File: src/rtl/control_encoder.sv
// control_encoder: re-encodes a decoded control vector into its 6-bit opcode,
// registered behind a valid/ready handshake, with saturating statistics.
module control_encoder #(
    parameter int CNT_WIDTH = 16
) (
    input  logic                 clock,
    input  logic                 reset_n,
    input  logic                 in_valid,
    output logic                 in_ready,
    input  logic                 regDst,
    input  logic                 branch,
    input  logic                 memRead,
    input  logic                 memWrite,
    input  logic                 ALUsrc,
    input  logic                 regWrite,
    input  logic                 jump,
    input  logic                 byteOperations,
    input  logic                 move,
    input  logic [2:0]           ALUop,
    input  logic                 branch_ne,
    input  logic                 clear_counts,
    output logic                 out_valid,
    input  logic                 out_ready,
    output logic [5:0]           out_opcode,
    output logic                 out_illegal,
    output logic [CNT_WIDTH-1:0] encoded_count,
    output logic [CNT_WIDTH-1:0] illegal_count
);

    localparam logic [CNT_WIDTH-1:0] CNT_ONE = CNT_WIDTH'(1);
    localparam logic [CNT_WIDTH-1:0] CNT_MAX = '1;

    logic [11:0]          ctrl_vec;
    logic                 accept;
    logic [5:0]           enc_opcode;
    logic                 enc_illegal;

    logic                 out_valid_d, out_valid_q;
    logic [5:0]           out_opcode_d, out_opcode_q;
    logic                 out_illegal_d, out_illegal_q;
    logic [CNT_WIDTH-1:0] enc_cnt_d, enc_cnt_q;
    logic [CNT_WIDTH-1:0] ill_cnt_d, ill_cnt_q;

    assign ctrl_vec = {regDst, branch, memRead, memWrite, ALUop,
                       ALUsrc, regWrite, jump, byteOperations, move};

    assign in_ready = !out_valid_q || out_ready;
    assign accept   = in_valid && in_ready;

    // Field order: rd br mr mw alu src rw j b mv
    always_comb begin
        enc_opcode  = 6'b111111;
        enc_illegal = 1'b1;
        casez (ctrl_vec)
            12'b1_0_0_0_111_0_1_0_0_0: enc_opcode = 6'b000000;
            12'b0_0_0_0_101_1_1_0_0_0: enc_opcode = 6'b000010;
            12'b0_0_0_0_110_1_1_0_0_0: enc_opcode = 6'b000011;
            12'b0_0_0_0_000_1_1_0_0_0: enc_opcode = 6'b000100;
            12'b0_0_0_0_001_1_1_0_0_0: enc_opcode = 6'b000101;
            12'b0_0_0_0_100_1_1_0_0_0: enc_opcode = 6'b000111;
            12'b0_0_1_0_101_1_1_0_0_0: enc_opcode = 6'b001000;
            12'b0_0_1_0_101_1_1_0_1_0: enc_opcode = 6'b001001;
            12'b0_0_0_1_101_1_0_0_0_0: enc_opcode = 6'b010000;
            12'b0_0_0_1_101_1_0_0_1_0: enc_opcode = 6'b010001;
            12'b0_1_0_0_110_0_0_0_0_0:
                enc_opcode = branch_ne ? 6'b100111 : 6'b100011;
            12'b0_0_0_0_???_0_0_1_0_0: enc_opcode = 6'b111000;
            12'b0_0_0_0_???_0_1_1_0_0: enc_opcode = 6'b111001;
            12'b0_0_0_0_???_0_1_0_0_1: enc_opcode = 6'b100000;
            default:                   enc_opcode = 6'b111111;
        endcase
        enc_illegal = (enc_opcode == 6'b111111);
    end

    always_comb begin
        out_valid_d   = out_valid_q;
        out_opcode_d  = out_opcode_q;
        out_illegal_d = out_illegal_q;
        enc_cnt_d     = enc_cnt_q;
        ill_cnt_d     = ill_cnt_q;
        if (accept) begin
            out_valid_d   = 1'b1;
            out_opcode_d  = enc_opcode;
            out_illegal_d = enc_illegal;
        end else if (out_valid_q && out_ready) begin
            out_valid_d = 1'b0;
        end
        // Clear wins over a same-cycle accept; that item goes uncounted.
        if (clear_counts) begin
            enc_cnt_d = '0;
            ill_cnt_d = '0;
        end else if (accept) begin
            if (enc_cnt_q != CNT_MAX) enc_cnt_d = enc_cnt_q + CNT_ONE;
            if (enc_illegal && ill_cnt_q != CNT_MAX)
                ill_cnt_d = ill_cnt_q + CNT_ONE;
        end
    end

    always_ff @(posedge clock or negedge reset_n) begin
        if (!reset_n) begin
            out_valid_q   <= 1'b0;
            out_opcode_q  <= 6'b000000;
            out_illegal_q <= 1'b0;
            enc_cnt_q     <= '0;
            ill_cnt_q     <= '0;
        end else begin
            out_valid_q   <= out_valid_d;
            out_opcode_q  <= out_opcode_d;
            out_illegal_q <= out_illegal_d;
            enc_cnt_q     <= enc_cnt_d;
            ill_cnt_q     <= ill_cnt_d;
        end
    end

    assign out_valid     = out_valid_q;
    assign out_opcode    = out_opcode_q;
    assign out_illegal   = out_illegal_q;
    assign encoded_count = enc_cnt_q;
    assign illegal_count = ill_cnt_q;

endmodule

File: config.mk
export PLATFORM = sky130hd
export DESIGN_NAME = control_encoder
export DESIGN_NICKNAME = d
export VERILOG_FILES = /design/src/rtl/control_encoder.sv
export SDC_FILE = /design/constraint.sdc
export NUM_CORES = 1
export LEC_CHECK = 0
export BUFFER_PORTS_ARGS = -buffer_cell sky130_fd_sc_hd__buf_4
export CELL_PAD_IN_SITES_DETAIL_PLACEMENT = 1
export CELL_PAD_IN_SITES_GLOBAL_PLACEMENT = 1
export CORE_ASPECT_RATIO = 0.9
export CORE_MARGIN = 2
export CORE_UTILIZATION = 36
export CTS_CLUSTER_DIAMETER = 120
export DETAILED_ROUTE_END_ITERATION = 7
export GPL_ROUTABILITY_DRIVEN = 0
export PLACE_DENSITY = 0.75
export SLEW_MARGIN = 20
export SYNTH_ARGS = -nofsm -noshare
export SYNTH_HDL_FRONTEND = slang
export SYNTH_SLANG_ARGS = --single-unit
File: constraint.sdc
create_clock -name clock -period 1.8 [get_ports clock]
set_input_delay 0.36 -clock clock [delete_from_list [all_inputs] [get_ports clock]]
set_output_delay 0.36 -clock clock [all_outputs]
set_load 0.01 [all_outputs]
==> metrics, run 1 <==
synthesized area=between 2000 and 2500 µm²; area of the multi-input gates=1534 µm²; port bufs=58; TritonCTS buffer count=5; Post-DP HPWL=5776 µm; Setup violations, final=13; Syn Area/Cell=9.367 µm²; vias=roughly 2400; Post-synth EDFFs=0; power density cells=513.9 nW/µm²; leakage power=between 1.5 and 2 nW; Reg2Reg Setup Slack=-0.02 ns; syn_nets=277; Final Max Tran Viols=0; GRT overflow=0; max_cap viols=0; Site Rows=28; Syn. warnings=0; Synth Instances=~260; peak supply drop=roughly 0.00031 V; post-layout min period=1.861 ns; period utilisation layout=103.4%; FF-to-FF Start=out_valid; total power=1.907 mW; FF-to-FF End=illegal_count[10]; RSZ-0062 raised after global routing=true; TritonCTS clock tree=built; Die Ht=81.58 µm; prevailing post-synth register cell=dfrtp_1; vias per cell=5.234; register bit total from synthesis=40; CP endpoint kind=flop; CTS H-tree lvls=2; Clock Latency Late Sink=~0.30 ns; Residual DRC=0; largest net degree at the start of global routing=41; Root Buffer=clkbuf_8; CTS Sinks=40; register area share after synthesis=about 42%; layout cells sized above 1=48.00%; achievable frequency=0.5372 GHz; status=finished with violations; Die Width=roughly 90 µm; Synth cell types=58; most frequent cells in the layout=118 x buf_4, 36 x nor2_1, 36 x dfrtp_1, 15 x nand2_1, 12 x a21oi_1; initial antenna violation count=0; Die Area=7358 µm²; failing checks=setup timing; area delta synth->final=54.16%; # diodes=0; I/O pin count=a little under 60; most common cell after layout, fill and taps aside=buf_4; Worst Hold Class=input pin to asynchronous set/reset pin; Routed Antenna Nets=0; DR iter-0 viols=55; Post-synth ARST share=100.0%; Relative slew margins=approximately 65%; Clock transition at path regs=approximately 0.080 ns; CP arrival=around 2.1 ns; first-pass GRT wire length=12500 µm; post-layout util=approximately 57%; Worst Setup Start Kind=input pin; DRT Pass-1 Iters=4; Total Wirelength=7951 µm; # hold bufs at CTS=0; FF/Latch Area=1006 µm²; slew at the pin closest to its max-slew limit=0.5317 ns; CP Data Required Time=1.98 ns; # fillers=779; R2R depth=7; clk_skew=0.007864 ns; routed len/inst=~17 µm; Crit Path Max Fanout=11; Max clock buf depth=2; vias in the first global route=2529; Core ar.=about 6500 µm²; GRT Total Usage=21.49%; Nets=394; Final Worst Setup Slack=-0.06147 ns; WS Path Type=input pin to flop; Starting Density=36.94%; Final Hold Fails=0
==> stage by stage <==
stage / hold WS (ns) / cells / worst slack [ns] / instance area, µm² / TNS (ns)
2_1_floorplan: 0.06441 / 257 / -0.1531 / 2499 / -1.410
3_3_place_gp: 0.3719 / 454 / -0.3235 / 3431 / -5.536
3_5_place_dp: 0.3807 / 454 / -0.3702 / 3431 / -7.246
4_1_cts: 0.05991 / 462 / -0.04938 / 3562 / -0.2533
5_1_grt: 0.06820 / 465 / -0.1141 / 3711 / -1.485
6_report: 0.02695 / 465 / -0.06147 / 3711 / -0.4411
==> what timing repair did <==
| item | in CTS | in global routing |
|---|---|---|
| buffers inserted | 0 | 4 |
| gates cloned | 0 | 1 |
| pin swaps | 1 | 13 |
| gates resized for setup | 8 | 24 |
| setup endpoints to repair | 18 | 31 |
==> registers in the layout, indices dropped and copies added (netlist names) <==
name	count
encoded_count	16
illegal_count	16
out_opcode	6
out_illegal	1
out_valid	1
==> area by class of cell <==
type	count	share of cell area (%)
clock buffers	8	2.428
inverters	7	0.7080
multi-input cells	199	41.34
flip-flops and latches	40	27.11
well taps	90	3.034
repair buffers	121	25.39
==> critical path, stage by stage <==
cell       delay (ns)
buf_4            0.12
or4b_4           0.58
a2111oi_4        0.26
nor3_4           0.10
nand3_4          0.13
buf_12           0.15
nor4_2           0.05
mux2_4           0.29
==> worst max path at each step <==
stage,start,endpoint,slack [ns],cells after the start
6_report,byteOperations,illegal_count[8],-0.06,8
5_1_grt,regWrite,illegal_count[10],-0.11,8
4_1_cts,out_valid,illegal_count[5],-0.05,7
3_5_place_dp,byteOperations,out_opcode[2],-0.37,8
3_3_place_gp,byteOperations,out_opcode[2],-0.32,8
2_1_floorplan,byteOperations,illegal_count[11],-0.15,7
==> cells in the mapped netlist, drive strengths merged (7+ instances only) <==
master | n | area, µm²
xnor2 | 7 | 61.31
or4 | 8 | 60.06
nand2 | 18 | 75.07
inv | 7 | 26.28
dfrtp | 40 | 1001
nand3 | 11 | 65.06
a21oi | 15 | 75.07
xor2 | 8 | 70.07
nor3 | 10 | 60.06
nand4 | 11 | 75.07
nor2 | 40 | 150.1
o31ai | 7 | 52.55
==> cell families after synthesis <==
| logic type | Yosys count | share of synthesized area [%] |
|---|---|---|
| simple gates | 135 | 32.12 |
| mux | 7 | 3.950 |
| compound gates | 40 | 11.64 |
| flops | 40 | 41.58 |
| buf+inv | 18 | 4.210 |
| xor+xnor | 15 | 5.458 |
| fa+ha+maj | 2 | 1.039 |
==> power breakdown <==
part	total [mW]	internal, mW	switching (mW)
Clock	0.644	0.313	0.331
Combinational	0.332	0.156	0.176
Sequential	0.931	0.916	0.0147
Total	1.91	1.39	0.522
==> layer usage <==
layer | up-vias | GRT usage [%] | wire [µm]
met5 | - | 0 | 0
met4 | 0 | 6.769 | 114
met3 | 9 | 5.138 | 281
met2 | 42 | 37.59 | 4010
met1 | 1220 | 26.69 | 3543
li1 | 1163 | - | -
Note: power is estimated with default switching activity, not from simulation.
==> inputs of run 2 (changes only) <==
==> constraint.sdc (replaced) <==
create_clock -name clock -period 1.8 [get_ports clock]
set_input_delay 0.09 -clock clock [delete_from_list [all_inputs] [get_ports clock]]
set_output_delay 0.09 -clock clock [all_outputs]
set_load 0.01 [all_outputs]
==> run 2 against run 1 <==
The flow still finishes with violations (setup timing). Highest routed layer unchanged. Global-route usage grew 0.089 points. Die area is the same. Largest cell class unchanged. Final cell count grew 3.4%.
==> metrics, run 2 (same netlist as run 1, synthesis figures left out) <==
Final Worst Setup Slack=-0.1751 ns; most frequent cells in the layout=132 x buf_4, 37 x nor2_1, 36 x dfrtp_1, 13 x nand2_1, 10 x nand4_1; Total Wirelength=9662 µm; status=finished with violations; sequential group share of total power=45.5%; power density cells=roughly 520 nW/µm²; FF/Latch Area=1006 µm²; Nets=410; CTS H-tree lvls=2; Relative slew margins=between 60 and 70%; first-pass GRT wire length=around 13000 µm; Root Buffer=clkbuf_8; combinational group share of total power=17.8%; post-layout min period=1.975 ns; Clock Latency Late Sink=0.30 ns; Die Area=7358 µm²; vias in the first global route=2600; hold depth=2; sw power=0.5507 mW; TritonCTS buffer count=5; most common cell after layout, fill and taps aside=buf_4; Crit Path Max Fanout=6; achievable frequency=between 0.5 and 0.6 GHz; routed len/inst=around 20 µm; vias=2648; largest net degree at the start of global routing=41; vias per cell=5.505; Final Max Tran Viols=0; GRT Total Usage=21.58%; Post-DP HPWL=approximately 5500 µm; FF-to-FF End=illegal_count[14]; Worst Hold Class=input pin to flop; Residual DRC=0; Final Hold Fails=0; clock network fraction of total power=36.7%; I/O pin count=59; internal power=1.496 mW; # diodes=0; port bufs=58; layout cells sized above 1=between 50 and 60%; Routed Antenna Nets=0; cell area after layout=a little under 4000 µm²; area of the multi-input gates=1583 µm²; area delta synth->final=61.95%; slew at the pin closest to its max-slew limit=0.5494 ns; WS Path Type=flop to flop; Setup violations, final=16; DRT Pass-1 Iters=4; Worst Setup Start Kind=flop; post-layout util=about three fifths; Site Rows=28; # fillers=778; initial antenna violation count=0; leakage power=1.724 nW; TritonCTS clock tree=built; CP endpoint kind=flop; RSZ-0062 raised after global routing=true; CP arrival=2.18 ns; CP Data Required Time=2.01 ns; DR iter-0 viols=92; Max clock buf depth=2; Core ar.=roughly 6500 µm²; GRT overflow=0; FF-to-FF Start=out_valid; period utilisation layout=109.7%; Die Ht=81.58 µm; Placed Area=between 3000 and 4000 µm²; hold endpoint=out_valid; max_cap viols=0; Sw Ratio=26.91%; failing checks=setup timing; R2R depth=7; CTS Sinks=40; clk_skew=0.01020 ns; Hold Crit Start=in_valid; peak supply drop=between 0.0003 and 0.0004 V; Starting Density=36.94%; TNS Setup=-1.132 ns; Clock transition at path regs=0.08 ns; Die Width=90.20 µm; total power=2.046 mW; Reg2Reg Setup Slack=-0.18 ns
-- run 2: worst max-delay path, stage by stage, from the launching register on --
cell and delay (ns):
dfrtp_1 0.41, nand2b_4 0.10, nand2_4 0.07, nor3_4 0.24, nand3_4 0.16, clkbuf_16 0.19, or4_4 0.52, a21oi_2 0.19
-- run 2: metrics by stage --
step	hold slack (ns)	instances	setup slack [ns]
after floorplan	-0.2056	257	-0.1171
after global placement	0.1074	453	-0.1380
after detailed placement	0.1136	453	-0.1768
after CTS	0.03327	466	-0.03116
after global routing	0.03847	481	-0.2122
final	0.04814	481	-0.1751
-- run 2: layer usage --
metal,wire (µm),global-route usage (%),share of wire (%),vias up
met4,159,4.769,1.6,0
met5,0,0,0,-
met1,3991,28.05,41,1390
li1,-,-,-,1195
met2,5246,38.05,54,51
met3,266,4.037,2.8,12
-- run 2: cell type report --
class / instances / share of cell area (%)
Clock inverter: 2 / 0.8986
Multi-Input combinational cell: 199 / 40.60
Clock buffer: 6 / 1.861
Tap cell: 90 / 2.888
Timing Repair Buffer: 137 / 27.28
Sequential cell: 40 / 25.80
Inverter: 7 / 0.6739
-- run 2: repair_timing --
item / 4_1_cts / 5_1_grt
endpoints found under the hold margin: 40 / 0
setup endpoints to repair: 13 / 27
hold buffers: 1 / 0
setup buffers: 4 / 15
gates cloned: 0 / 1
resized for setup: 9 / 39
pin swaps: 4 / 21
-- run 2: worst max path at each step --
stage | startpoint | endpoint | slack [ns] | depth (start not counted)
2_1_floorplan | illegal_count[3] | illegal_count[9] | -0.12 | 7
3_3_place_gp | memWrite | illegal_count[9] | -0.14 | 8
5_1_grt | out_valid | illegal_count[14] | -0.21 | 7
6_report | out_valid | illegal_count[14] | -0.18 | 7
4_1_cts | out_valid | illegal_count[13] | -0.03 | 7
3_5_place_dp | memWrite | out_opcode[2] | -0.18 | 8
-- run 2: power groups by stage --
stage | registers (mW) | logic (mW) | clock network (mW)
4_1_cts | 0.930 | 0.311 | 0.759
6_report | 0.931 | 0.364 | 0.752
2_1_floorplan | 0.961 | 0.108 | 0
3_3_place_gp | 0.947 | 0.285 | 0
3_5_place_dp | 0.947 | 0.295 | 0
5_1_grt | 0.933 | 0.391 | 0.811
==> inputs of run 3 (changes only) <==
- CORE_ASPECT_RATIO: 0.9 -> 1.4
- CORE_UTILIZATION: 36 -> 40
- PLACE_DENSITY: 0.75 -> 0.78
- clock period: 1.8 -> 1.85 ns (I/O delays scaled with it)
==> run 3 against run 2 <==
The flow still finishes with violations (setup timing). First-iteration DRC count down 21%. Sequential share of layout area up 2.3 points. Worst setup slack improved by 0.12 ns. Register-to-register slack better by 0.12 ns. Critical endpoint unchanged. Clock skew down 0.0052 ns. Via count shrank 6.5%. Critical path type unchanged. Clock power fell by 17%. Core utilization is 1.8 points higher.
==> metrics, run 3 (same netlist as run 1, synthesis figures left out) <==
Worst Setup Start Kind=flop; CP endpoint kind=flop; most frequent cells in the layout=112 x buf_4, 40 x nor2_1, 36 x dfrtp_1, 16 x nand2_1; most common cell after layout, fill and taps aside=buf_4; peak supply drop=0.0003468 V; Final Worst Setup Slack=-0.05771 ns; slew at the pin closest to its max-slew limit=0.5387 ns; vias in the first global route=2599; CP top delay family=simple AND/OR/NAND/NOR gates; Place WS=-0.1340 ns; sw power=0.4967 mW; Crit Path Max Fanout=6; leakage power=1.586 nW; failing checks=setup timing; # diodes=0; Die Ht=95.79 µm; Core ar.=5822 µm²; period utilisation layout=103.1%; first-pass GRT wire length=12680 µm; routed len/inst=~18 µm; Post-DP HPWL=5668 µm; Slowest cell on crit path=or4_4; WS Path Type=flop to flop; Clock Latency Late Sink=0.30 ns; total power=between 1.5 and 2 mW; I/O pin count=59; CTS H-tree lvls=2; Residual DRC=0; Routed Antenna Nets=0; DRT Pass-1 Iters=4; TritonCTS buffer count=5; port bufs=58; internal power=1.340 mW; Hold Crit Start=in_valid; Final Hold Fails=0; FF-to-FF End=illegal_count[14]; Reg2Reg Setup Slack=-0.06 ns; clock network fraction of total power=33.8%; WP buf/inv=1; R2R depth=7; initial antenna violation count=0; CP Launch Point=illegal_count[4]; post-layout util=between 60% and 70%; clk_skew=0.005050 ns; max_cap viols=0; RSZ-0062 raised after global routing=true; layout cells sized above 1=a little under half; Clock transition at path regs=roughly 0.08 ns; Starting Density=slightly above 40%; post-layout min period=1.908 ns; TritonCTS clock tree=built; Setup violations, final=5; status=finished with violations; Worst Hold Class=input pin to flop; largest net degree at the start of global routing=41; vias per cell=5.615; vias=2476; sequential group share of total power=49.2%; area delta synth->final=48.96%; Die Area=6664 µm²; Sw Ratio=27.04%; combinational group share of total power=17.0%; Site Rows=33; GRT overflow=0; crit path cell chain=nand4_4, or2_4, buf_4, nor2_1, nand2_1, or4_4, a21oi_2; Max clock buf depth=2; max incr delay on CP=0.50 ns; Root Buffer=clkbuf_8; Relative slew margins=64.09%; Die Width=a little under 70 µm; Total Wirelength=about 7900 µm; Nets=390; FF-to-FF Start=illegal_count[4]; CTS Sinks=40; CP Data Required Time=2.08 ns; Final Max Tran Viols=0; hold endpoint=out_valid; achievable frequency=around 0.52 GHz; DR iter-0 viols=73; GRT Total Usage=24.03%; CP arrival=around 2.1 ns; power density cells=512.3 nW/µm²; hold depth=2
## run 3: through the flow
| stage | cell area [µm²] | instances | hold slack, ns | TNS (ns) |
|---|---|---|---|---|
| global placement | 3309 | 424 | 0.1092 | -0.9348 |
| detailed placement | 3309 | 424 | 0.1104 | -1.736 |
| CTS | 3486 | 437 | 0.06426 | -0.01866 |
| finish | 3586 | 441 | 0.06127 | -0.1643 |
| global route | 3586 | 441 | 0.06944 | -0.8352 |
| floorplan | 2461 | 257 | -0.2031 | -0.2553 |
## run 3: worst max-delay path by stage
stage                        endpoint  slack (ns)  cells after the start
finish              illegal_count[14]       -0.06                      7
floorplan            illegal_count[9]       -0.07                      7
global route        illegal_count[14]       -0.12                      7
CTS                  illegal_count[4]      -0.008                      8
global placement     illegal_count[9]       -0.09                      8
detailed placement   illegal_count[9]       -0.13                      8
## run 3: layout make-up
class / count / area, µm²
repair buffers: 117 / 913.4
inverters: 7 / 26.28
well taps: 70 / 87.58
clock buffers: 7 / 86.33
fillers: 675 / 2236
multi-input cells: 199 / 1459
flip-flops and latches: 40 / 1006
clock inverters: 1 / 7.507
## run 3: timing repair
item                                    4_1_cts  5_1_grt
hold buffers                                  1        0
endpoints found under the setup margin       10       19
hold endpoints to repair                     40        0
pin swaps                                     8        8
gates resized for setup                       9       15
setup buffers                                 4        4
## run 3: per-layer routing
layer	wire length, µm	share of wire [%]	up-vias	GRT usage (%)
li1	-	-	1152	-
met1	3011	38	1248	26.31
met2	4451	56	64	46.63
met3	280	3.5	12	2.723
met4	145	1.8	0	10.46
met5	0	0	-	0
## run 3: power by group through the flow
| stage | combinational, mW | sequential, mW | clock, mW |
|---|---|---|---|
| after floorplan | 0.105 | 0.935 | 0 |
| after global placement | 0.281 | 0.921 | 0 |
| after detailed placement | 0.294 | 0.921 | 0 |
| after CTS | 0.303 | 0.904 | 0.631 |
| after global routing | 0.337 | 0.907 | 0.662 |
| final | 0.312 | 0.904 | 0.622 |
